$ cat src/rtl/ac97_wave_gen.sv
// ac97_wave_gen
//   Sample source for the AC-link frame builder. Emits one 20-bit PCM sample per
//   AC'97 frame: square, sawtooth or triangle, with a step-selectable pitch.
//   Samples always carry two zero MSBs and feed slots 3/4.
//
// Ports
//   BIT_CLK       in   1         AC'97 bit clock, sole clock
//   reset         in   1         synchronous, active-high reset
//   frame         in   1         1-cycle strobe, once per 256-bit frame
//   wave_sel      in   3         001 square, 010 sawtooth, 100 triangle, other = silence
//   freq_up       in   1         pulse: pitch index -1 (shorter period), saturates at 1
//   freq_dn       in   1         pulse: pitch index +1 (longer period), saturates at 20
//   sample        out  SAMPLE_W  current sample, {2'b00, mag[17:0]}
//   sample_valid  out  1         1-cycle pulse when sample updates
//   period        out  11        active period in frames
//   freq_idx      out  5         active pitch index, 1..20

module ac97_wave_gen #(
    parameter int SAMPLE_W    = 20,
    parameter int AMP_BITS    = 18,
    parameter int DEFAULT_IDX = 10
) (
    input  logic                BIT_CLK,
    input  logic                reset,
    input  logic                frame,
    input  logic [2:0]          wave_sel,
    input  logic                freq_up,
    input  logic                freq_dn,
    output logic [SAMPLE_W-1:0] sample,
    output logic                sample_valid,
    output logic [10:0]         period,
    output logic [4:0]          freq_idx
);

    localparam int                ACC_W   = 20;
    localparam logic [ACC_W-1:0]  AMP_MAX = ACC_W'((1 << AMP_BITS) - 1);
    localparam logic [4:0]        IDX_MIN = 5'd1;
    localparam logic [4:0]        IDX_MAX = 5'd20;

    localparam logic [2:0] WAVE_SQUARE = 3'b001;
    localparam logic [2:0] WAVE_SAW    = 3'b010;
    localparam logic [2:0] WAVE_TRI    = 3'b100;

    // Period in frames for each pitch index.
    function automatic logic [10:0] periodOf(input logic [4:0] idx);
        case (idx)
            5'd1:    return 11'd2;
            5'd2:    return 11'd4;
            5'd3:    return 11'd6;
            5'd4:    return 11'd8;
            5'd5:    return 11'd10;
            5'd6:    return 11'd12;
            5'd7:    return 11'd14;
            5'd8:    return 11'd20;
            5'd9:    return 11'd24;
            5'd10:   return 11'd32;
            5'd11:   return 11'd40;
            5'd12:   return 11'd54;
            5'd13:   return 11'd70;
            5'd14:   return 11'd90;
            5'd15:   return 11'd118;
            5'd16:   return 11'd154;
            5'd17:   return 11'd200;
            5'd18:   return 11'd260;
            5'd19:   return 11'd338;
            5'd20:   return 11'd438;
            default: return 11'd32;
        endcase
    endfunction

    // floor(AMP_MAX / period), precomputed so no divider is built.
    function automatic logic [17:0] stepOf(input logic [4:0] idx);
        case (idx)
            5'd1:    return 18'd131071;
            5'd2:    return 18'd65535;
            5'd3:    return 18'd43690;
            5'd4:    return 18'd32767;
            5'd5:    return 18'd26214;
            5'd6:    return 18'd21845;
            5'd7:    return 18'd18724;
            5'd8:    return 18'd13107;
            5'd9:    return 18'd10922;
            5'd10:   return 18'd8191;
            5'd11:   return 18'd6553;
            5'd12:   return 18'd4854;
            5'd13:   return 18'd3744;
            5'd14:   return 18'd2912;
            5'd15:   return 18'd2221;
            5'd16:   return 18'd1702;
            5'd17:   return 18'd1310;
            5'd18:   return 18'd1008;
            5'd19:   return 18'd775;
            5'd20:   return 18'd598;
            default: return 18'd8191;
        endcase
    endfunction

    logic [2:0]          waveQ;
    logic [10:0]         phase;
    logic [ACC_W-1:0]    acc;
    logic                clearPend;   // pitch changed since the last frame strobe

    logic [4:0]          idxNext;
    logic                pitchChange;
    logic [10:0]         perNow;
    logic [10:0]         halfNow;
    logic [ACC_W-1:0]    step1;
    logic [ACC_W-1:0]    step2;
    logic                restart;
    logic [10:0]         phaseEff;
    logic                wrap;
    logic [10:0]         phaseNext;
    logic [ACC_W-1:0]    accEff;
    logic [ACC_W-1:0]    accNew;
    logic [ACC_W-1:0]    sum;
    logic [AMP_BITS-1:0] mag;

    // NOTE: every always_comb output gets a default first so no path leaves it
    // unassigned, which would otherwise infer a latch.
    always_comb begin
        idxNext = freq_idx;
        if (freq_up && !freq_dn && freq_idx > IDX_MIN)
            idxNext = freq_idx - 5'd1;
        else if (freq_dn && !freq_up && freq_idx < IDX_MAX)
            idxNext = freq_idx + 5'd1;
    end

    // A pitch pulse coinciding with a frame strobe is used by that frame.
    assign pitchChange = (idxNext != freq_idx);
    assign perNow      = periodOf(idxNext);
    assign halfNow     = perNow >> 1;
    assign step1       = ACC_W'(stepOf(idxNext));
    assign step2       = step1 << 1;

    // Any waveform or pitch change restarts the cycle from phase 0 / acc 0.
    assign restart   = (wave_sel != waveQ) || clearPend || pitchChange;
    assign phaseEff  = (restart || phase >= perNow) ? '0 : phase;
    assign wrap      = (phaseEff == perNow - 11'd1);
    assign phaseNext = wrap ? '0 : phaseEff + 11'd1;
    assign accEff    = restart ? '0 : acc;

    // acc stays <= AMP_MAX, so acc + 2*step fits in 20 bits before clamping.
    always_comb begin
        accNew = '0;
        sum    = '0;
        mag    = '0;
        case (wave_sel)
            WAVE_SQUARE: begin
                mag = (phaseEff < halfNow) ? AMP_MAX[AMP_BITS-1:0] : '0;
            end
            WAVE_SAW: begin
                if (!wrap) begin
                    sum    = accEff + step1;
                    accNew = (sum > AMP_MAX) ? AMP_MAX : sum;
                end
                mag = accNew[AMP_BITS-1:0];
            end
            WAVE_TRI: begin
                if (!wrap) begin
                    if (phaseEff < halfNow) begin
                        sum    = accEff + step2;
                        accNew = (sum > AMP_MAX) ? AMP_MAX : sum;
                    end else begin
                        accNew = (accEff > step2) ? accEff - step2 : '0;
                    end
                end
                mag = accNew[AMP_BITS-1:0];
            end
            default: ;
        endcase
    end

    // NOTE: state registers use non-blocking assignments so every register
    // samples pre-edge values regardless of statement order.
    always_ff @(posedge BIT_CLK) begin
        if (reset) begin
            sample       <= '0;
            sample_valid <= 1'b0;
            phase        <= '0;
            acc          <= '0;
            waveQ        <= '0;
            clearPend    <= 1'b0;
            freq_idx     <= 5'(DEFAULT_IDX);
            period       <= periodOf(5'(DEFAULT_IDX));
        end else begin
            sample_valid <= frame;
            freq_idx     <= idxNext;
            period       <= perNow;
            if (frame) begin
                waveQ     <= wave_sel;
                phase     <= phaseNext;
                acc       <= accNew;
                sample    <= SAMPLE_W'(mag);
                clearPend <= 1'b0;
            end else if (pitchChange) begin
                clearPend <= 1'b1;
            end
        end
    end

endmodule
$ cat config.mk
export PLATFORM = sky130hd
export DESIGN_NAME = ac97_wave_gen
export DESIGN_NICKNAME = d
export VERILOG_FILES = /design/src/rtl/ac97_wave_gen.sv
export SDC_FILE = /design/constraint.sdc
export NUM_CORES = 1
export LEC_CHECK = 0
export BUFFER_PORTS_ARGS = -buffer_cell sky130_fd_sc_hd__buf_4
export CORE_ASPECT_RATIO = 1.75
export CORE_MARGIN = 2
export CORE_UTILIZATION = 23
export CTS_CLUSTER_DIAMETER = 60
export DETAILED_ROUTE_END_ITERATION = 8
export PLACE_DENSITY = 0.34
export SLEW_MARGIN = 20
export SYNTH_ARGS = -nofsm -noshare
export SYNTH_HDL_FRONTEND = slang
export SYNTH_SLANG_ARGS = --single-unit
$ cat constraint.sdc
create_clock -name BIT_CLK -period 8.64 [get_ports BIT_CLK]
set_input_delay 1.728 -clock BIT_CLK [delete_from_list [all_inputs] [get_ports BIT_CLK]]
set_output_delay 1.728 -clock BIT_CLK [all_outputs]
set_load 0.02 [all_outputs]
==> out/results.md, run 1 <==
• achievable frequency: 125.5 MHz
• clock tree from TritonCTS: done
• Clock Root Buffer: sky130_fd_sc_hd__clkbuf_16
• Placement Cell Area: 8359 um^2
• vias in the first global route: 7679
• height of the die: 240.5 um
• setup bufs post-CTS: 0
• Critical Path AT: 8.28 ns
• count of standard-cell rows: 86
• highest cell delay on the worst timing path: 0.47 ns
• unrepaired setup endpoints after global routing: false
• Critical Path Slowest Stage Cell: sky130_fd_sc_hd__nor2_2
• Top delay family on crit path: compound AO/OA/AOI/OAI gates
• Chip Width: 139.1 um
• total half-perimeter wirelength after legalization and detailed placement: 26840 um
• final cycle utilization of the critical path: 0.9226
• IO buf count: 39
• IO Pins: 45
• fraction of final layout cells with drive strength greater than 1: 0.1503
• GP Congestion: 0.8565
• via density per instance: 5.231
• CTS buffer count: 9
• number of antenna violations at the first check in global routing: 0
• number of hold-slack violations in the final timing report: 0
• end point of the critical path: sample[8]$_SDFFE_PP0P_
• Total Die Area: 33450 um^2
• type of the worst min-delay path: reg -> reg
• commonest cells in the synthesized netlist: 82 x sky130_fd_sc_hd__nor2_1, 77 x sky130_fd_sc_hd__ha_1, 74 x sky130_fd_sc_hd__nand2_1
• total gr overflow: 0
• Critical R2R Launch: freq_idx[1]$_SDFF_PP1_
• critical path's most frequent cell: sky130_fd_sc_hd__ha_1
• Yosys reg bits: 67
• launching instance or port of the critical path: freq_dn
• number of nets in the layout: 1115
• post-CTS resize count: 0
• peak supply drop: 0.1061 mV
• cell taking the most area after synthesis: sky130_fd_sc_hd__dfxtp_1
• Routed Wire Length: 32460 um
• tightest slew margin relative to the limit: 0.3206
• Worst setup EP type: register
• DRT antenna net count: 0
• clock insertion delay at the later pin of the skew report: 0.36 ns
• overall power after layout: 1409 uW
• DR vias: 7464
• depth of the worst register-to-register path: 30
• first-pass GRT wire length: 48130 um
• Synth Warn #: 0
• clock slew at the register clock pins of the worst setup and hold paths: 0.07 ns
• predominant post-synthesis flop cell: sky130_fd_sc_hd__dfxtp_1
• flop2flop setup slack: 1.21 ns
• Static Leak: 0.003967 uW
• Critical Setup Path Class: in -> reg
• H-tree level count: 3
• final setup TNS: 0 ns
• number of pins exceeding their max-slew limit in the final report: 0
• crit path buf inv count: 3
• cell area after technology mapping: 7348 um^2
• aggregate global-route resource usage: 0.1940
• final antenna diode count: 0
• count of routing violations after the opening detailed-route iteration: 403
• Req. time, crit path: 8.95 ns
• result of the run: completed
• clock tree sinks: 67
• dominant cells by area after synthesis: sky130_fd_sc_hd__dfxtp_1 18%, sky130_fd_sc_hd__ha_1 13%, sky130_fd_sc_hd__a21oi_1 4.6%, sky130_fd_sc_hd__o21ai_0 4.3%, sky130_fd_sc_hd__nor2_1 4.2%
• first-pass iteration count of the detailed router: 4
• setup-violating endpoint count in the final report: 0
• largest net degree at the start of global routing: 50
• Post-CTS Hold Buffers: 0
• fill count: 3491
• most frequent cell after synthesis: sky130_fd_sc_hd__nor2_1
• number of instances in the synthesized netlist: 966
• synth unique cells: 96
• Core ar.: 31530 um^2
• number of DRC violations after detailed routing: 0
• wire length per cell: 22.74 um
• share of the synthesized area in the top cell type: 0.1825
• Slew @ Worst Pin: 1.010 ns
• initial core utilization: 0.2331
• Max Buffers Root-to-Sink: 2
• sequential fraction of the synthesis area: 0.1825
• max-cap check violation count: 0
• share of synthesized flip-flops with an asynchronous set or reset: 0
• peak fanout along the critical path: 13
• number of stages on the worst setup path: 29
• mean instance size in the synthesized netlist: 7.607 um^2
• Min Clock Period, post-route: 7.971 ns
• area added between synthesis and finish: 18.39%
• Post-synth EDFFs: 0
• Hold Slack: 0.4421 ns
• finished layout cell area: 8700 um^2
• Layout Skew: 0.01064 ns
• CP Launch Type: input pin
• end of the worst register-to-register path: sample[8]$_SDFFE_PP0P_
• power density cells: 162.0 nW/um^2
state kept, by name (all words and copies together) (netlist names):
name / flops
period: 8
sample_valid: 1
phase: 11
clearPend: 1
freq_idx: 5
sample: 18
waveQ: 3
acc: 20
power breakdown:
part	leakage (uW)	internal [uW]	switching, uW
clock network	0.000162	281	160
registers	0.000546	327	15.5
logic	0.00326	218	408
placed cells by master, fill, tap and decap left out, drive strengths merged, types with 12 or more instances in the layout:
cell type  synthesis  final
o21a              20     20
or3               14     14
nor2              85     85
buf               21     99
a21oi             67     67
a211o             13     13
a21boi            13     13
ha                77     77
nand3             31     31
o21bai            12     12
nor3              15     15
a31oi             13     13
a21o              31     31
dfxtp             67     67
and2              28     28
o211ai            17     17
inv               61     61
and3              13     13
nand2             75     75
nand2b            14     14
o21ai             69     69
xnor2             21     21
cell type report:
class,count,area (um^2),share of cell area
Multi-Input combinational cell,788,5547,0.6376
Sequential cell,67,1341,0.1542
Timing Repair Buffer,99,743.2,0.08543
Tap cell,396,495.5,0.05695
Inverter,62,232.7,0.02675
Clock buffer,9,225.2,0.02589
Clock inverter,6,115.1,0.01323
stage by stage:
stage / instances / utilization / setup WS, ns
after global routing: 1427 / 0.2759 / 0.1341
after global placement: 1412 / 0.2651 / 0.2769
after floorplan: 970 / - / 1.230
final: 1427 / 0.2759 / 0.6689
after detailed placement: 1412 / 0.2651 / 0.2864
after CTS: 1427 / 0.2759 / 0.6541
metal layers:
metal | share of wire | up-vias | GRT usage
li1 | - | 3660 | -
met1 | 0.33 | 3578 | 0.1736
met2 | 0.58 | 151 | 0.4071
met3 | 0.020 | 75 | 0.02310
met4 | 0.062 | 0 | 0.1108
met5 | 0 | - | 0
worst register-to-register path, delay by kind of cell, from the launching register on:
family	cells	cell delay [ns]
fa+ha+maj	4	1.25
buf+inv	4	0.76
flops	1	0.45
compound gates	14	3.73
simple gates	8	1.18
kinds of logic (layout without fill, tap and decap cells):
| kind of cell | Yosys count | count (layout) | synth area share |
|---|---|---|---|
| AOI/OAI and AO/OA | 352 | 352 | 0.3474 |
| DFF | 67 | 67 | 0.1825 |
| adders and majority gates | 80 | 80 | 0.1393 |
| and+or+nand+nor | 314 | 314 | 0.2173 |
| xor gates and xnor gates | 26 | 26 | 0.03099 |
| buffers and inverters | 115 | 176 | 0.06692 |
| other | 1 | 5 | 0.0005103 |
| muxes | 11 | 11 | 0.01515 |
worst min path at each step:
stage | slack, ns | from | cells past startpoint | endpoint
floorplan | 0.41 | acc[11]$_SDFFE_PP0P_ | 2 | acc[11]$_SDFFE_PP0P_
global placement | 0.43 | acc[8]$_SDFFE_PP0P_ | 1 | acc[8]$_SDFFE_PP0P_
detailed placement | 0.43 | acc[5]$_SDFFE_PP0P_ | 2 | acc[5]$_SDFFE_PP0P_
CTS | 0.44 | acc[5]$_SDFFE_PP0P_ | 2 | acc[5]$_SDFFE_PP0P_
global route | 0.45 | acc[5]$_SDFFE_PP0P_ | 2 | acc[5]$_SDFFE_PP0P_
finish | 0.44 | acc[11]$_SDFFE_PP0P_ | 2 | acc[11]$_SDFFE_PP0P_
No activity file was read; power rests on OpenSTA's default activity.
==> run 2, diff against run 1 <==
--- a/config.mk
+++ b/config.mk
@@ -12,6 +12,7 @@
 export CTS_CLUSTER_DIAMETER = 60
 export DETAILED_ROUTE_END_ITERATION = 8
 export PLACE_DENSITY = 0.34
+export REMOVE_ABC_BUFFERS = 1
 export SLEW_MARGIN = 20
 export SYNTH_ARGS = -nofsm -noshare
 export SYNTH_HDL_FRONTEND = slang
==> constraint.sdc (replaced) <==
create_clock -name BIT_CLK -period 8.64 [get_ports BIT_CLK]
set_input_delay 0.432 -clock BIT_CLK [delete_from_list [all_inputs] [get_ports BIT_CLK]]
set_output_delay 0.432 -clock BIT_CLK [all_outputs]
set_load 0.005 [all_outputs]
==> run 2 against run 1 <==
  * Maximum frequency rose by 6.4%
  * Sequential power barely moved
  * Non-clock buffer count down 41
  * Final cell count down 2.9%
  * Hold slack got worse by 0.078 ns
  * Power down 9.7%
==> out/results.md, run 2 (synthesized netlist as in run 1, its figures left out) <==
• Clock Root Buffer: sky130_fd_sc_hd__clkbuf_16
• vias in the first global route: 7481
• CP Launch Type: register
• count of standard-cell rows: 86
• final setup TNS: 0 ns
• end point of the critical path: sample[4]$_SDFFE_PP0P_
• Reg with most FFs: acc
• GP Congestion: 0.8191
• Req. time, crit path: 8.90 ns
• Critical Path AT: 7.75 ns
• met2 global-route usage: 0.3738
• register share of total power: 0.266
• first-pass GRT wire length: 45590 um
• post-CTS resize count: 0
• height of the die: 240.5 um
• number of pins exceeding their max-slew limit in the final report: 0
• number of nets in the layout: 1074
• area used by sequential logic in the layout: 1341 um^2
• highest cell delay on the worst timing path: 0.55 ns
• tightest slew margin relative to the limit: 0.3403
• Max Buffers Root-to-Sink: 2
• via density per instance: 5.253
• proportion of power drawn by combinational gates: 0.454
• clock insertion delay at the later pin of the skew report: 0.37 ns
• met1 routing resource usage after global routing: 0.1745
• max-cap check violation count: 0
• depth of the worst register-to-register path: 31
• type of the worst min-delay path: in -> reg
• commonest non-fill, non-tap cell in the layout: sky130_fd_sc_hd__nor2_1
• Critical Path Slowest Stage Cell: sky130_fd_sc_hd__or3_1
• IO buf count: 39
• met3 track demand over resource in global routing: 0.02490
• Hold Slack: 0.3636 ns
• Min Clock Period, post-route: 7.490 ns
• wire length per cell: 21.51 um
• total half-perimeter wirelength after legalization and detailed placement: 23500 um
• number of DRC violations after detailed routing: 0
• fraction of final layout cells with drive strength greater than 1: 0.1141
• Slew @ Worst Pin: 0.9793 ns
• most used routing layer: met2
• max FFs per register: 20
• number of antenna violations at the first check in global routing: 0
• peak fanout along the critical path: 12
• DR vias: 7281
• Routed Wire Length: 29820 um
• clock slew at the register clock pins of the worst setup and hold paths: 0.06 ns
• Worst setup EP type: register
• largest net degree at the start of global routing: 50
• DRT antenna net count: 0
• fill count: 3488
• IO Pins: 45
• final antenna diode count: 0
• Static Leak: 0.003742 uW
• setup bufs post-CTS: 0
• initial core utilization: 0.2331
• most used cells in the layout excluding fill and tap cells: 80 x sky130_fd_sc_hd__nor2_1, 77 x sky130_fd_sc_hd__ha_1, 74 x sky130_fd_sc_hd__nand2_1
• internal power consumption: 732.1 uW
• Total Die Area: 33450 um^2
• setup-violating endpoint count in the final report: 0
• total gr overflow: 0
• Core ar.: 31530 um^2
• launching instance or port of the critical path: freq_idx[2]$_SDFF_PP0_
• number of hold-slack violations in the final timing report: 0
• clock tree from TritonCTS: done
• Critical R2R Launch: freq_idx[2]$_SDFF_PP0_
• peak supply drop: 0.1055 mV
• Chip Width: 139.1 um
• final cycle utilization of the critical path: 0.8668
• unrepaired setup endpoints after global routing: false
• switching share of power: 0.4249
• achievable frequency: 133.5 MHz
• flop2flop setup slack: 1.15 ns
• Layout Skew: 0.01282 ns
• Post-CTS Hold Buffers: 0
• clock tree sinks: 67
• first-pass iteration count of the detailed router: 5
• CTS buffer count: 9
• count of routing violations after the opening detailed-route iteration: 296
• power spent charging and discharging nets: 541.0 uW
• H-tree level count: 3
• clock network power share: 0.279
• area added between synthesis and finish: 13.33%
• registers with the most flip-flops: acc (20), sample (18), phase (11)
• Critical Setup Path Class: reg -> reg
• area taken by multi-input logic gates: 5554 um^2
• result of the run: completed
• power density cells: 152.9 nW/um^2
• aggregate global-route resource usage: 0.1810
• end of the worst register-to-register path: sample[4]$_SDFFE_PP0P_
-- run 2: worst min path at each step --
stage	from	end	cells after the start	slack, ns
global route	wave_sel[1]	waveQ[1]$_SDFFE_PP0P_	3	0.37
floorplan	acc[11]$_SDFFE_PP0P_	acc[11]$_SDFFE_PP0P_	2	0.41
CTS	wave_sel[1]	waveQ[1]$_SDFFE_PP0P_	3	0.35
finish	wave_sel[1]	waveQ[1]$_SDFFE_PP0P_	3	0.36
detailed placement	acc[9]$_SDFFE_PP0P_	acc[9]$_SDFFE_PP0P_	2	0.43
global placement	acc[9]$_SDFFE_PP0P_	acc[9]$_SDFFE_PP0P_	2	0.42
-- run 2: final cells by class --
cell class                      instances  share of cell area
Multi-Input combinational cell        788              0.6669
Timing Repair Buffer                   58             0.05319
Sequential cell                        67              0.1611
Tap cell                              396             0.05950
Clock buffer                           12             0.02960
Clock inverter                          3            0.001803
Inverter                               62             0.02794
-- run 2: power groups by stage --
stage,clock [uW],combinational [uW],sequential [uW]
global route,385,643,341
global placement,0,585,346
finish,356,579,339
floorplan,0,383,344
CTS,373,586,339
detailed placement,0,584,346
-- run 2: worst max-delay path: cells and delay by family (launching register included) --
family,cells,cell delay [ns]
and+or+nand+nor,10,2.64
AOI/OAI and AO/OA,13,2.61
adders and majority gates,3,0.88
buffers and inverters,5,0.79
DFF,1,0.44
-- run 2: through the flow --
step	std cells	instance area, um^2	setup slack (ns)	utilization	total power, uW
2_1_floorplan	917	7104	2.049	-	727.5
3_3_place_gp	1370	8046	1.240	0.2552	930.6
3_5_place_dp	1371	8066	1.230	0.2559	929.4
4_1_cts	1386	8328	1.148	0.2641	1298
5_1_grt	1386	8328	0.6406	0.2641	1369
6_report	1386	8328	1.150	0.2641	1273
-- run 2: layer usage --
| layer | routed length [um] | part of all wire | up-vias |
|---|---|---|---|
| li1 | - | - | 3578 |
| met1 | 10730 | 0.36 | 3506 |
| met2 | 17250 | 0.58 | 142 |
| met3 | 719 | 0.024 | 55 |
| met4 | 1113 | 0.037 | 0 |
| met5 | 0 | 0 | - |
==> run 3, diff against run 2 <==
--- a/config.mk
+++ b/config.mk
@@ -11,7 +11,7 @@
 export CORE_UTILIZATION = 23
 export CTS_CLUSTER_DIAMETER = 60
 export DETAILED_ROUTE_END_ITERATION = 8
-export PLACE_DENSITY = 0.34
+export PLACE_DENSITY = 0.35
 export REMOVE_ABC_BUFFERS = 1
 export SLEW_MARGIN = 20
 export SYNTH_ARGS = -nofsm -noshare
==> run 3 against run 2 <==
  * Sequential cell count is the same
  * Critical path depth shrank 2
  * Maximum frequency is 3.2% lower
  * Sequential share of layout area shrank 0.10 points
  * Cell area is 0.63% higher
  * Clock skew decreased by 0.0072 ns
  * Routed wire length shrank 2.0%
  * Sequential power about the same
  * Critical endpoint unchanged
==> out/results.md, run 3 (synthesized netlist as in run 1, its figures left out) <==
• result of the run: completed
• Critical Path Slowest Stage Cell: sky130_fd_sc_hd__or3_1
• commonest non-fill, non-tap cell in the layout: sky130_fd_sc_hd__nor2_1
• final cycle utilization of the critical path: 0.8954
• number of antenna violations at the first check in global routing: 0
• Critical Setup Path Class: reg -> reg
• fill count: 3485
• first-pass iteration count of the detailed router: 5
• clock tree from TritonCTS: done
• achievable frequency: 129.3 MHz
• Total Die Area: 33450 um^2
• clock insertion delay at the later pin of the skew report: 0.37 ns
• met2 global-route usage: 0.3601
• DR vias: 7211
• largest net degree at the start of global routing: 50
• power spent charging and discharging nets: 551.2 uW
• Min Clock Period, post-route: 7.736 ns
• post-CTS resize count: 0
• setup-violating endpoint count in the final report: 0
• IO buf count: 39
• Clock Root Buffer: sky130_fd_sc_hd__clkbuf_16
• unrepaired setup endpoints after global routing: false
• peak fanout along the critical path: 12
• aggregate global-route resource usage: 0.1764
• number of stages on the worst setup path: 29
• Reg with most FFs: acc
• Routed Wire Length: 29230 um
• first-pass GRT wire length: 44670 um
• Static Leak: 0.003765 uW
• total gr overflow: 0
• setup bufs post-CTS: 0
• tightest slew margin relative to the limit: 0.2506
• met1 routing resource usage after global routing: 0.1659
• Core ar.: 31530 um^2
• Chip Width: 139.1 um
• most used routing layer: met2
• Slew @ Worst Pin: 1.124 ns
• count of standard-cell rows: 86
• DRT antenna net count: 0
• end of the worst register-to-register path: sample[4]$_SDFFE_PP0P_
• H-tree level count: 3
• switching share of power: 0.4114
• destination of the worst hold path: waveQ[1]$_SDFFE_PP0P_
• via density per instance: 5.195
• type of the worst min-delay path: in -> reg
• Worst setup EP type: register
• registers with the most flip-flops: acc (20), sample (18), phase (11)
• Max Buffers Root-to-Sink: 2
• Post-CTS Hold Buffers: 0
• crit path buf inv count: 4
• most used cells in the layout excluding fill and tap cells: 80 x sky130_fd_sc_hd__nor2_1, 77 x sky130_fd_sc_hd__ha_1, 74 x sky130_fd_sc_hd__nand2_1
• Critical R2R Launch: freq_idx[2]$_SDFF_PP0_
• final setup TNS: 0 ns
• Hold Slack: 0.3576 ns
• Top delay family on crit path: simple AND/OR/NAND/NOR gates
• initial core utilization: 0.2331
• peak supply drop: 0.1069 mV
• wire length per cell: 21.06 um
• area taken by multi-input logic gates: 5549 um^2
• area used by sequential logic in the layout: 1341 um^2
• power density cells: 159.9 nW/um^2
• number of pins exceeding their max-slew limit in the final report: 0
• internal power consumption: 788.5 uW
• max FFs per register: 20
• vias in the first global route: 7596
• clock slew at the register clock pins of the worst setup and hold paths: 0.06 ns
• area added between synthesis and finish: 14.05%
• highest cell delay on the worst timing path: 0.55 ns
• Critical Path AT: 8.00 ns
• height of the die: 240.5 um
• number of nets in the layout: 1075
• proportion of power drawn by combinational gates: 0.434
• CP Launch Type: register
• GP Congestion: 0.8719
• total half-perimeter wirelength after legalization and detailed placement: 23080 um
• max-cap check violation count: 0
• clock network power share: 0.312
• IO Pins: 45
• count of routing violations after the opening detailed-route iteration: 413
• Hold Startpoint: wave_sel[1]
• hold depth: 3
• flop2flop setup slack: 0.90 ns
• number of DRC violations after detailed routing: 0
• CTS buffer count: 9
• Req. time, crit path: 8.90 ns
• clock tree sinks: 67
• final antenna diode count: 0
• depth of the worst register-to-register path: 29
• Layout Skew: 0.005609 ns
• register share of total power: 0.253
• met3 track demand over resource in global routing: 0.02549
• number of hold-slack violations in the final timing report: 0
• fraction of final layout cells with drive strength greater than 1: 0.1169
-- run 3: worst max-delay path by stage --
stage | slack [ns] | end | from
4_1_cts | 0.92 | sample[14]$_SDFFE_PP0P_ | freq_idx[2]$_SDFF_PP0_
3_3_place_gp | 0.92 | sample[4]$_SDFFE_PP0P_ | freq_idx[2]$_SDFF_PP0_
2_1_floorplan | 2.05 | sample[14]$_SDFFE_PP0P_ | freq_idx[1]$_SDFF_PP1_
6_report | 0.90 | sample[4]$_SDFFE_PP0P_ | freq_idx[2]$_SDFF_PP0_
5_1_grt | 0.31 | sample[14]$_SDFFE_PP0P_ | freq_idx[1]$_SDFF_PP1_
3_5_place_dp | 0.94 | sample[14]$_SDFFE_PP0P_ | freq_idx[2]$_SDFF_PP0_
-- run 3: power by group through the flow --
stage	Clock [uW]	Combinational [uW]	Sequential, uW
2_1_floorplan	0	383	344
3_3_place_gp	0	589	346
3_5_place_dp	0	583	347
4_1_cts	436	585	340
5_1_grt	445	647	342
6_report	419	582	340
-- run 3: metal layers --
layer	part of all wire	vias up
li1	-	3575
met1	0.36	3439
met2	0.56	138
met3	0.027	59
met4	0.049	0
met5	0	-
-- run 3: final cells by class --
cell class              instances  area share
clock buffers                  10     0.02732
clock inverters                 6     0.01075
inverters                      62     0.02777
multi-input cells             788      0.6621
flip-flops and latches         67      0.1600
well taps                     396     0.05912
repair buffers                 59     0.05285
-- run 3: tightest hold or removal path: stages --
cell and delay, ns:
sky130_fd_sc_hd__buf_4 0.12, sky130_fd_sc_hd__mux2i_1 0.07, sky130_fd_sc_hd__nor2_1 0.07
-- run 3: metrics by stage --
step                  util  power, uW  setup WS, ns  cells  cell area, um^2
floorplan                -      727.5         2.049    917             7104
global placement    0.2557      935.0        0.9166   1372             8061
detailed placement  0.2557      929.7        0.9407   1372             8061
CTS                 0.2658       1361        0.9213   1388             8381
global route        0.2658       1434        0.3149   1388             8381
finish              0.2658       1340        0.9037   1388             8381
